===== src/rtl/hmmm_pkg.sv =====
// Shared definitions for the hmmm program loader: state encodings, default widths
// and the one-hot command codes formed from {pgrm_addr, pgrm_data, pgrm_read}.
package hmmm_pkg;

    localparam int unsigned DEF_DATA_W = 16;
    localparam int unsigned DEF_ADDR_W = 8;

    typedef enum logic [1:0] {
        ST_LOAD    = 2'd0,
        ST_RD_WAIT = 2'd1,
        ST_RD_OUT  = 2'd2,
        ST_RUN     = 2'd3
    } loader_state_e;

    localparam logic [2:0] CMD_NONE = 3'b000;
    localparam logic [2:0] CMD_ADDR = 3'b100;
    localparam logic [2:0] CMD_DATA = 3'b010;
    localparam logic [2:0] CMD_READ = 3'b001;

endpackage


===== src/rtl/hmmm_prog_loader_if.sv =====
// Shared-bus and instruction-memory signals of the program loader.
// The slave modport is the loader itself; master is the host/memory side.
interface hmmm_prog_loader_if #(
    parameter int unsigned DATA_W = 16,
    parameter int unsigned ADDR_W = 8
);
    logic              pgrm_addr;
    logic              pgrm_data;
    logic              pgrm_read;
    logic              burst_en;
    logic              run;
    logic [DATA_W-1:0] bus_in;
    logic [DATA_W-1:0] bus_out;
    logic              bus_oe;
    logic              mem_we;
    logic [ADDR_W-1:0] mem_addr;
    logic [DATA_W-1:0] mem_wdata;
    logic [DATA_W-1:0] mem_rdata;
    logic              core_hold;
    logic              busy;
    logic              err;
    logic [DATA_W-1:0] checksum;
    logic [ADDR_W:0]   word_count;

    modport slave (
        input  pgrm_addr, pgrm_data, pgrm_read, burst_en, run, bus_in, mem_rdata,
        output bus_out, bus_oe, mem_we, mem_addr, mem_wdata,
        output core_hold, busy, err, checksum, word_count
    );

    modport master (
        output pgrm_addr, pgrm_data, pgrm_read, burst_en, run, bus_in, mem_rdata,
        input  bus_out, bus_oe, mem_we, mem_addr, mem_wdata,
        input  core_hold, busy, err, checksum, word_count
    );
endinterface


===== src/rtl/hmmm_prog_loader.sv =====
// Loads instruction words from the shared bus into the hmmm core's instruction memory,
// supports read-back, keeps checksum/word count/sticky error, and gates core reset.
module hmmm_prog_loader
    import hmmm_pkg::*;
#(
    parameter int unsigned DATA_W = DEF_DATA_W,
    parameter int unsigned ADDR_W = DEF_ADDR_W,
    parameter int unsigned DEPTH  = 256
) (
    input  logic                 clk,
    input  logic                 rst_n,
    hmmm_prog_loader_if.slave    bus
);

    localparam logic [DATA_W:0]   DEPTH_CMP = (DATA_W+1)'(DEPTH);
    localparam logic [ADDR_W-1:0] LAST_ADDR = ADDR_W'(DEPTH - 1);

    loader_state_e     state_q;
    logic [ADDR_W-1:0] addr_q;
    logic              addr_valid_q;
    logic [DATA_W-1:0] bus_out_q;
    logic              bus_oe_q;
    logic              mem_we_q;
    logic [ADDR_W-1:0] mem_addr_q;
    logic [DATA_W-1:0] mem_wdata_q;
    logic              core_hold_q;
    logic              busy_q;
    logic              err_q;
    logic [DATA_W-1:0] checksum_q;
    logic [ADDR_W:0]   word_count_q;

    logic [2:0]        cmd;
    logic              any_strobe;
    logic              new_session;
    logic              addr_valid_d;
    logic              err_d;
    logic [DATA_W-1:0] checksum_d;
    logic [ADDR_W:0]   word_count_d;
    logic [ADDR_W:0]   word_count_inc;
    logic              addr_in_range;

    // A strobe in RUN opens a new session first; the strobe is then decoded against
    // the cleared session state, so the FSM below sees one uniform set of bases.
    always_comb begin
        cmd            = {bus.pgrm_addr, bus.pgrm_data, bus.pgrm_read};
        any_strobe     = |cmd;
        new_session    = (state_q == ST_RUN) && any_strobe;
        addr_valid_d   = new_session ? 1'b0 : addr_valid_q;
        err_d          = new_session ? 1'b0 : err_q;
        checksum_d     = new_session ? '0 : checksum_q;
        word_count_d   = new_session ? '0 : word_count_q;
        word_count_inc = (word_count_d == '1) ? word_count_d : word_count_d + 1'b1;
        addr_in_range  = {1'b0, bus.bus_in} < DEPTH_CMP;
    end

    always_ff @(posedge clk or negedge rst_n) begin
        if (!rst_n) begin
            state_q      <= ST_LOAD;
            addr_q       <= '0;
            addr_valid_q <= 1'b0;
            bus_out_q    <= '0;
            bus_oe_q     <= 1'b0;
            mem_we_q     <= 1'b0;
            mem_addr_q   <= '0;
            mem_wdata_q  <= '0;
            core_hold_q  <= 1'b1;
            busy_q       <= 1'b0;
            err_q        <= 1'b0;
            checksum_q   <= '0;
            word_count_q <= '0;
        end else begin
            mem_we_q <= 1'b0;
            bus_oe_q <= 1'b0;
            case (state_q)
                ST_LOAD, ST_RUN: begin
                    if (state_q == ST_LOAD && bus.run) begin
                        core_hold_q <= 1'b0;
                        state_q     <= ST_RUN;
                    end else if (state_q == ST_LOAD || any_strobe) begin
                        state_q      <= ST_LOAD;
                        core_hold_q  <= 1'b1;
                        addr_valid_q <= addr_valid_d;
                        err_q        <= err_d;
                        checksum_q   <= checksum_d;
                        word_count_q <= word_count_d;
                        case (cmd)
                            CMD_NONE: ;
                            CMD_ADDR: begin
                                if (addr_in_range) begin
                                    addr_q       <= bus.bus_in[ADDR_W-1:0];
                                    addr_valid_q <= 1'b1;
                                end else begin
                                    addr_valid_q <= 1'b0;
                                    err_q        <= 1'b1;
                                end
                            end
                            CMD_DATA: begin
                                if (addr_valid_d) begin
                                    mem_we_q     <= 1'b1;
                                    mem_addr_q   <= addr_q;
                                    mem_wdata_q  <= bus.bus_in;
                                    checksum_q   <= checksum_d + bus.bus_in;
                                    word_count_q <= word_count_inc;
                                    if (bus.burst_en) begin
                                        if (addr_q == LAST_ADDR) begin
                                            addr_valid_q <= 1'b0;
                                            err_q        <= 1'b1;
                                        end else begin
                                            addr_q <= addr_q + 1'b1;
                                        end
                                    end
                                end else begin
                                    err_q <= 1'b1;
                                end
                            end
                            CMD_READ: begin
                                if (addr_valid_d) begin
                                    mem_addr_q <= addr_q;
                                    busy_q     <= 1'b1;
                                    state_q    <= ST_RD_WAIT;
                                end else begin
                                    err_q <= 1'b1;
                                end
                            end
                            default: err_q <= 1'b1;
                        endcase
                    end
                end
                ST_RD_WAIT: begin
                    bus_out_q <= bus.mem_rdata;
                    state_q   <= ST_RD_OUT;
                    if (any_strobe) err_q <= 1'b1;
                end
                ST_RD_OUT: begin
                    bus_oe_q <= 1'b1;
                    busy_q   <= 1'b0;
                    state_q  <= ST_LOAD;
                    if (any_strobe) err_q <= 1'b1;
                end
                default: state_q <= ST_LOAD;
            endcase
        end
    end

    assign bus.bus_out    = bus_out_q;
    assign bus.bus_oe     = bus_oe_q;
    assign bus.mem_we     = mem_we_q;
    assign bus.mem_addr   = mem_addr_q;
    assign bus.mem_wdata  = mem_wdata_q;
    assign bus.core_hold  = core_hold_q;
    assign bus.busy       = busy_q;
    assign bus.err        = err_q;
    assign bus.checksum   = checksum_q;
    assign bus.word_count = word_count_q;

endmodule


===== src/flat_wrapper.sv =====
// flat-port wrapper written by rule: the top's interface ports become plain ports
module hmmm_prog_loader_flat import hmmm_pkg::*;
#(
    parameter int unsigned DATA_W = DEF_DATA_W,
    parameter int unsigned ADDR_W = DEF_ADDR_W,
    parameter int unsigned DEPTH  = 256
)
  (clk, rst_n, bus_pgrm_addr, bus_pgrm_data, bus_pgrm_read, bus_burst_en, bus_run, bus_bus_in, bus_mem_rdata, bus_bus_out, bus_bus_oe, bus_mem_we, bus_mem_addr, bus_mem_wdata, bus_core_hold, bus_busy, bus_err, bus_checksum, bus_word_count);
  hmmm_prog_loader_if #(.DATA_W(DATA_W), .ADDR_W(ADDR_W)) bus_i ();
  input  logic clk;
  input  logic rst_n;
  input wire logic [$bits(bus_i.pgrm_addr)-1:0] bus_pgrm_addr;
  input wire logic [$bits(bus_i.pgrm_data)-1:0] bus_pgrm_data;
  input wire logic [$bits(bus_i.pgrm_read)-1:0] bus_pgrm_read;
  input wire logic [$bits(bus_i.burst_en)-1:0] bus_burst_en;
  input wire logic [$bits(bus_i.run)-1:0] bus_run;
  input wire logic [$bits(bus_i.bus_in)-1:0] bus_bus_in;
  input wire logic [$bits(bus_i.mem_rdata)-1:0] bus_mem_rdata;
  output wire logic [$bits(bus_i.bus_out)-1:0] bus_bus_out;
  output wire logic [$bits(bus_i.bus_oe)-1:0] bus_bus_oe;
  output wire logic [$bits(bus_i.mem_we)-1:0] bus_mem_we;
  output wire logic [$bits(bus_i.mem_addr)-1:0] bus_mem_addr;
  output wire logic [$bits(bus_i.mem_wdata)-1:0] bus_mem_wdata;
  output wire logic [$bits(bus_i.core_hold)-1:0] bus_core_hold;
  output wire logic [$bits(bus_i.busy)-1:0] bus_busy;
  output wire logic [$bits(bus_i.err)-1:0] bus_err;
  output wire logic [$bits(bus_i.checksum)-1:0] bus_checksum;
  output wire logic [$bits(bus_i.word_count)-1:0] bus_word_count;
  assign bus_i.pgrm_addr = bus_pgrm_addr;
  assign bus_i.pgrm_data = bus_pgrm_data;
  assign bus_i.pgrm_read = bus_pgrm_read;
  assign bus_i.burst_en = bus_burst_en;
  assign bus_i.run = bus_run;
  assign bus_i.bus_in = bus_bus_in;
  assign bus_i.mem_rdata = bus_mem_rdata;
  assign bus_bus_out = bus_i.bus_out;
  assign bus_bus_oe = bus_i.bus_oe;
  assign bus_mem_we = bus_i.mem_we;
  assign bus_mem_addr = bus_i.mem_addr;
  assign bus_mem_wdata = bus_i.mem_wdata;
  assign bus_core_hold = bus_i.core_hold;
  assign bus_busy = bus_i.busy;
  assign bus_err = bus_i.err;
  assign bus_checksum = bus_i.checksum;
  assign bus_word_count = bus_i.word_count;
  hmmm_prog_loader #(.DATA_W(DATA_W), .ADDR_W(ADDR_W), .DEPTH(DEPTH)) u_core (.clk(clk), .rst_n(rst_n), .bus(bus_i));
endmodule

===== config.mk =====
export PLATFORM = sky130hd
export DESIGN_NAME = hmmm_prog_loader_flat
export DESIGN_NICKNAME = d
export VERILOG_FILES = /design/src/rtl/hmmm_pkg.sv /design/src/rtl/hmmm_prog_loader_if.sv /design/src/rtl/hmmm_prog_loader.sv /design/src/flat_wrapper.sv
export SDC_FILE = /design/constraint.sdc
export NUM_CORES = 1
export LEC_CHECK = 0
export ABC_CLOCK_PERIOD_IN_PS = 7400
export CORE_MARGIN = 3
export CORE_UTILIZATION = 40
export DETAILED_ROUTE_END_ITERATION = 8
export PLACE_DENSITY = 0.79
export SLEW_MARGIN = 10
export SYNTH_ARGS = -nofsm -noshare
export SYNTH_HDL_FRONTEND = slang
export SYNTH_SLANG_ARGS = --single-unit

===== constraint.sdc =====
create_clock -name clk -period 7.4 [get_ports clk]
set_input_delay 0.74 -clock clk [delete_from_list [all_inputs] [get_ports clk]]
set_output_delay 0.74 -clock clk [all_outputs]
set_load 0.01 [all_outputs]

After elaboration in Yosys (flattened, before gate mapping)
Index checks and enable logic that the tools add are counted.
- register bits after elaboration: 81
- output and inout port bits: 70
- input port bits: 39
- logic and storage cells: 102
- reductions and logical operators: 19
- order comparisons: 1
- mux-type cells: 47
- bitwise logic cells: 1
- add/sub/neg operators: 3
- equal/unequal tests: 18
- operators with widths (cell ; number):
    2-to-1 mux 16 bit ; 3
    2-to-1 mux 9 bit ; 4
    2-to-1 mux 8 bit ; 4
    2-to-1 mux 1 bit ; 27
    adder 16 bit ; 1
    < comparator 16 x 9 -> 1 bit (second input constant) ; 1
    case mux 8 bit (2 select lines) ; 1
    AND reduction 5 bit ; 3
    inequality test 2 x 1 -> 1 bit (second input constant) ; 5
    adder 9 x 1 -> 9 bit (second input constant) ; 1
    == test 9 bit (second input constant) ; 1
    adder 8 x 1 -> 8 bit (second input constant) ; 1
    == test 8 bit (second input constant) ; 1
    inequality test 2 bit (second input constant) ; 4
    AND reduction 8 bit ; 1
    2-to-1 mux 2 bit ; 3
    case mux 1 bit (2 select lines) ; 3
    case mux 2 bit (3 select lines) ; 1
    AND reduction 3 bit ; 2
    nonzero test 2 bit ; 3
    OR reduction 2 bit ; 3
    == test 2 bit (second input constant) ; 2
    case mux 1 bit (4 select lines) ; 1
    == test 3 x 1 -> 1 bit (second input constant) ; 1
    11 further kinds ; 12

Longest topological paths before layout
- word-level depth: 10
- depth in mapped cells: 12
- mapped depth without buffers: 11

Worst setup path before layout
No wires, ideal clock.
- path type: input -> register
- from: input port bus_pgrm_read
- to: register u_core.checksum_q[14] (netlist: u_core.bus.checksum[14])
- required time: 7272 ps
- arrival time: 3050 ps
- setup time: 128 ps
- path buffers: 2
- stages: 12
- slack: 4222 ps
- path through: buf_4 -> o31a_4 -> clkbuf_1 -> nor2b_1 -> ha_1 -> fa_1 -> a21oi_1 -> o211ai_1 -> a211o_1 -> a21o_1 -> mux2i_1 -> nand3_1
- word-level cells in the longest chain between the ends: 6
- elaborated cells on any way between the ends: 10
- those cells by class: add/sub: 1; eq/ne: 1; mux: 4; reduce/logical: 4
- ends and longest elaborated chain (what ; RTL line ; source):
    start: declaration ; flat_wrapper.sv:14 ; input wire logic [$bits(bus_i.pgrm_read)-1:0] bus_pgrm_read;
    OR reduction 3 bit ; hmmm_prog_loader.sv:46 ; any_strobe = |cmd;
    logical AND 1 bit ; hmmm_prog_loader.sv:47 ; new_session = (state_q == ST_RUN) && any_strobe;
    2-to-1 mux 16 bit ; hmmm_prog_loader.sv:50 ; checksum_d = new_session ? '0 : checksum_q;
    adder 16 bit ; hmmm_prog_loader.sv:102 ; checksum_q <= checksum_d + bus.bus_in;
    2-to-1 mux 16 bit ; hmmm_prog_loader.sv:98 ; if (addr_valid_d) begin
    2-to-1 mux 16 bit ; hmmm_prog_loader.sv:86 ; case (cmd)
    end signal: assignment ; hmmm_prog_loader.sv:84 ; checksum_q <= checksum_d;
    end signal: assignment ; hmmm_prog_loader.sv:102 ;
    end: declaration ; hmmm_prog_loader.sv:29 ; logic [DATA_W-1:0] checksum_q;
Several ways; a longest one is shown, not always the timed one.
A chain may end at the register's enable or synchronous reset.

Worst setup path after layout
- from: input port bus_pgrm_addr
- to: register u_core.checksum_q[14] (netlist: u_core.bus.checksum[14])
- word-level cells in the longest chain between the ends: 6
- elaborated cells on any way between the ends: 10
- those cells by class: add/sub: 1; eq/ne: 1; mux: 4; reduce/logical: 4
- ends and longest elaborated chain (what ; RTL line ; source):
    start: declaration ; flat_wrapper.sv:12 ; input wire logic [$bits(bus_i.pgrm_addr)-1:0] bus_pgrm_addr;
    OR reduction 3 bit ; hmmm_prog_loader.sv:46 ;
    logical AND 1 bit ; hmmm_prog_loader.sv:47 ;
    2-to-1 mux 16 bit ; hmmm_prog_loader.sv:50 ;
    adder 16 bit ; hmmm_prog_loader.sv:102 ;
    2-to-1 mux 16 bit ; hmmm_prog_loader.sv:98 ;
    2-to-1 mux 16 bit ; hmmm_prog_loader.sv:86 ;
Several ways; a longest one is shown, not always the timed one.

==> flow_metrics.py <==
metrics = {
    "floorplanning": {
        "fp.dieH_um": 112,
        "die-width_um": 112,
        "core.rowCount": 37,
        "initial_core_util": 0.422,
        "core-area_sq_um": 10600,
        "die_area_sq_um": 12500,
        "ios": 109,
    },
    "sta": {
        "slew_viol_final": 0,
        "timing.final.crit_share": 0.486,
        "worst_slack_ps": 3810,
        "skew_ps": 7.09,
        "post-route-min-period_ps": 3590,
        "relSlewSlack": 0.213,
        "rsz0062_at_grt": "false",
        "worstMarginPinSlew_ps": 1170,
        "fmax_ghz": 0.278,
        "setup_violations": 0,
        "tns_ps": 0,
        "report.final.hold_viol_count": 0,
    },
    "routing": {
        "firstDrtPassIters": 4,
        "via_per_inst": 5.41,
        "drc": 0,
        "num_vias": 3798,
        "wirelength_um": 11100,
        "drt_iter0_drc": 293,
        "ant_nets": 0,
        "post_drt_wl_per_cell_um": 15.8,
    },
    "placement": {
        "post-place-ws_ps": 3470,
        "gp_congestion": 0.920,
        "numPortBuffers": 108,
        "dp_hpwl_um": 8240,
    },
    "setup_path": {
        "crit_path_start_kind": "primary input",
        "crit_path_max_fanout": 25,
        "cp_cell_sequence": "clkdlybuf4s50_1 > o31a_4 > nor2b_1 > ha_1 > fa_1 > a21oi_1 > o211ai_1 > a211o_1 > a21o_1 > mux2i_1 > nand3_1",
        "worstSetupPathType": "in2reg",
        "cp.required_ps": 7640,
        "max_stage_delay_ps": 810,
        "cpMaxStageDelayCell": "clkdlybuf4s50_1",
        "cp_num_buf_inv": 1,
        "worst_setup_path_end_kind": "flip-flop",
        "cp_top_family": "compound AO/OA/AOI/OAI gates",
        "worstPathArrival_ps": 3830,
    },
    "cts": {
        "path_clk_slew_ps": 80,
        "hold_buffers": 0,
        "ctsLongestPathBuffers": 2,
        "cts.sinks": 81,
        "cts_setup_buffers": 0,
        "cts_tree": "done",
        "cts_resized": 0,
        "cts_buffers": 9,
        "cts-root-buf": "clkbuf_8",
        "worstSkewPairLatency_ps": 360,
        "h-tree-depth": 3,
    },
    "synthesis": {
        "yosysUniqueCellTypes": 59,
        "ys_seq_elements": 81,
        "ys_warn_count": 0,
        "syn_nets": 521,
        "synthCells": 460,
        "syn_avg_cell_area_sq_um": 9.73,
        "yosysSeqAreaShare": 0.453,
        "synth_top_cell_area_share": 0.447,
        "synth-main-ff-cell": "dfrtp_1",
        "async_flop_share": 1.00,
        "synth_area_leader_cell": "dfrtp_1",
        "synthTopCellsByArea": "dfrtp_1 (45%), nand2_1 (7.6%), ha_1 (5.9%), mux2_2 (5.5%), a21oi_1 (3.2%)",
        "syn-cell-area_sq_um": 4470,
        "synth_edf_count": 0,
    },
    "layout": {
        "mostFrequentLayoutCells": "clkdlybuf4s50_1 (107), nand2_1 (91), dfrtp_1 (80)",
        "fin_nets": 622,
        "n_antenna_cell": 0,
        "layout_commonest_cell": "clkdlybuf4s50_1",
        "drive_gt1_frac": 0.0954,
        "syn2layout_area_growth_pct": 30.6,
    },
    "power": {
        "p_leak_uw": 0.00259,
        "power_density_nw_per_um2": 218,
        "vdd_drop_max_mv": 0.179,
    },
    "hold_path": {
        "hp-class": "reg2reg",
    },
    "grt": {
        "overflow": 0,
        "grt_pass1_wl_um": 19000,
        "grt_use_total": 0.184,
        "antenna_found_initial": 0,
        "grt_pass1_vias": 3945,
        "grt_max_degree": 82,
    },
    "run": {
        "maxCapViolCount": 0,
    },
    "status": {
        "status": "completed",
    },
}
## logic make-up (layout without fill, tap and decap cells)
group                    Yosys count  count (layout)  synth area share
AO/OA/AOI/OAI                    102             102             0.148
flip-flops                        81              81             0.453
buffers and inverters             30             136            0.0322
AND/OR/NAND/NOR                  183             183             0.207
multiplexers                      27              27            0.0666
adder cells (fa/ha/maj)           22              22            0.0632
XOR/XNOR                          15              15            0.0294
## worst reg2reg max path, cell delays in order, from the launching register on
cell      delay (ps)
dfrtp_1          400
ha_1             300
o31a_4           370
nor2b_1          100
ha_1             220
fa_1             410
a21oi_1          210
o211ai_1         180
a211o_1          330
a21o_1           190
mux2i_1          170
nand3_1           90
## cell type report
class / instances / area [sq um]
well taps: 136 / 170
repair buffers: 108 / 1080
clock buffers: 10 / 128
inverters: 12 / 45.0
fillers: 943 / 4760
multi-input cells: 349 / 2300
clock inverters: 6 / 90.1
flip-flops and latches: 81 / 2030
## final timing paths
path	startpoint	to	slack, ps	cells past startpoint
setup / recovery	bus_pgrm_addr	u_core.bus.checksum[14]$_DFFE_PN0P_	3810	11
hold / removal	u_core.bus.mem_wdata[11]$_DFFE_PN0P_	u_core.bus.mem_wdata[11]$_DFFE_PN0P_	480	2
setup reg to reg	u_core.state_q[1]$_DFFE_PN0P_	u_core.bus.checksum[14]$_DFFE_PN0P_	4310	11
hold reg to reg	u_core.bus.mem_wdata[11]$_DFFE_PN0P_	u_core.bus.mem_wdata[11]$_DFFE_PN0P_	480	2
max in group asynchronous	rst_n	u_core.bus.checksum[13]$_DFFE_PN0P_	6250	1
min in group asynchronous	rst_n	u_core.bus.bus_out[10]$_DFFE_PN0P_	550	1
## registers in the layout, indices dropped and copies added, names as in the netlist
signal and count:
u_core.bus.mem_addr 8, u_core.bus.checksum 16, u_core.bus.core_hold 1, u_core.bus.bus_oe 1
u_core.bus.bus_out 16, u_core.bus.mem_we 1, u_core.bus.word_count 9, u_core.addr_valid_q 1
u_core.bus.busy 1, u_core.addr_q 8, u_core.bus.err 1, u_core.state_q 2
u_core.bus.mem_wdata 16
## where the power goes
part	internal (uW)	switching, uW
sequential	503	32.9
clock	191	166
combinational	200	182
## per-layer routing
metal / global-route usage / vias up / share of wire
met2: 0.310 / 117 / 0.48
met1: 0.237 / 1843 / 0.44
met3: 0.0364 / 19 / 0.056
li1: - / 1819 / -
met4: 0.0641 / 0 / 0.018
met5: 0 / - / 0
## metrics by stage
stage                     instance area, sq um  utilization  hold slack, ps  total power (uW)  cells
after detailed placement                  5620        0.531             462               930    686
after global placement                    5620        0.531             461               914    686
final                                     5840        0.551             482              1280    702
after global routing                      5840        0.551             510              1340    702
after floorplan                           4470            -             444               748    460
after CTS                                 5840        0.551             482              1290    702
## synth_stat cells, drive strengths merged (3+ instances only)
master	n
o22ai	5
mux2	22
xor2	5
ha	21
nor4	4
and3	3
nor3	5
nand2	92
or3	5
o211ai	3
a31oi	3
a21boi	4
a21o	7
buf	9
a32o	3
nor2	16
nor2b	20
nand3	18
dfrtp	80
nor3b	5
a21oi	31
a22o	3
mux2i	5
xnor2	10
nand4	7
inv	12
o21ai	32
clkbuf	9
No activity file was read; power rests on OpenSTA's default activity.
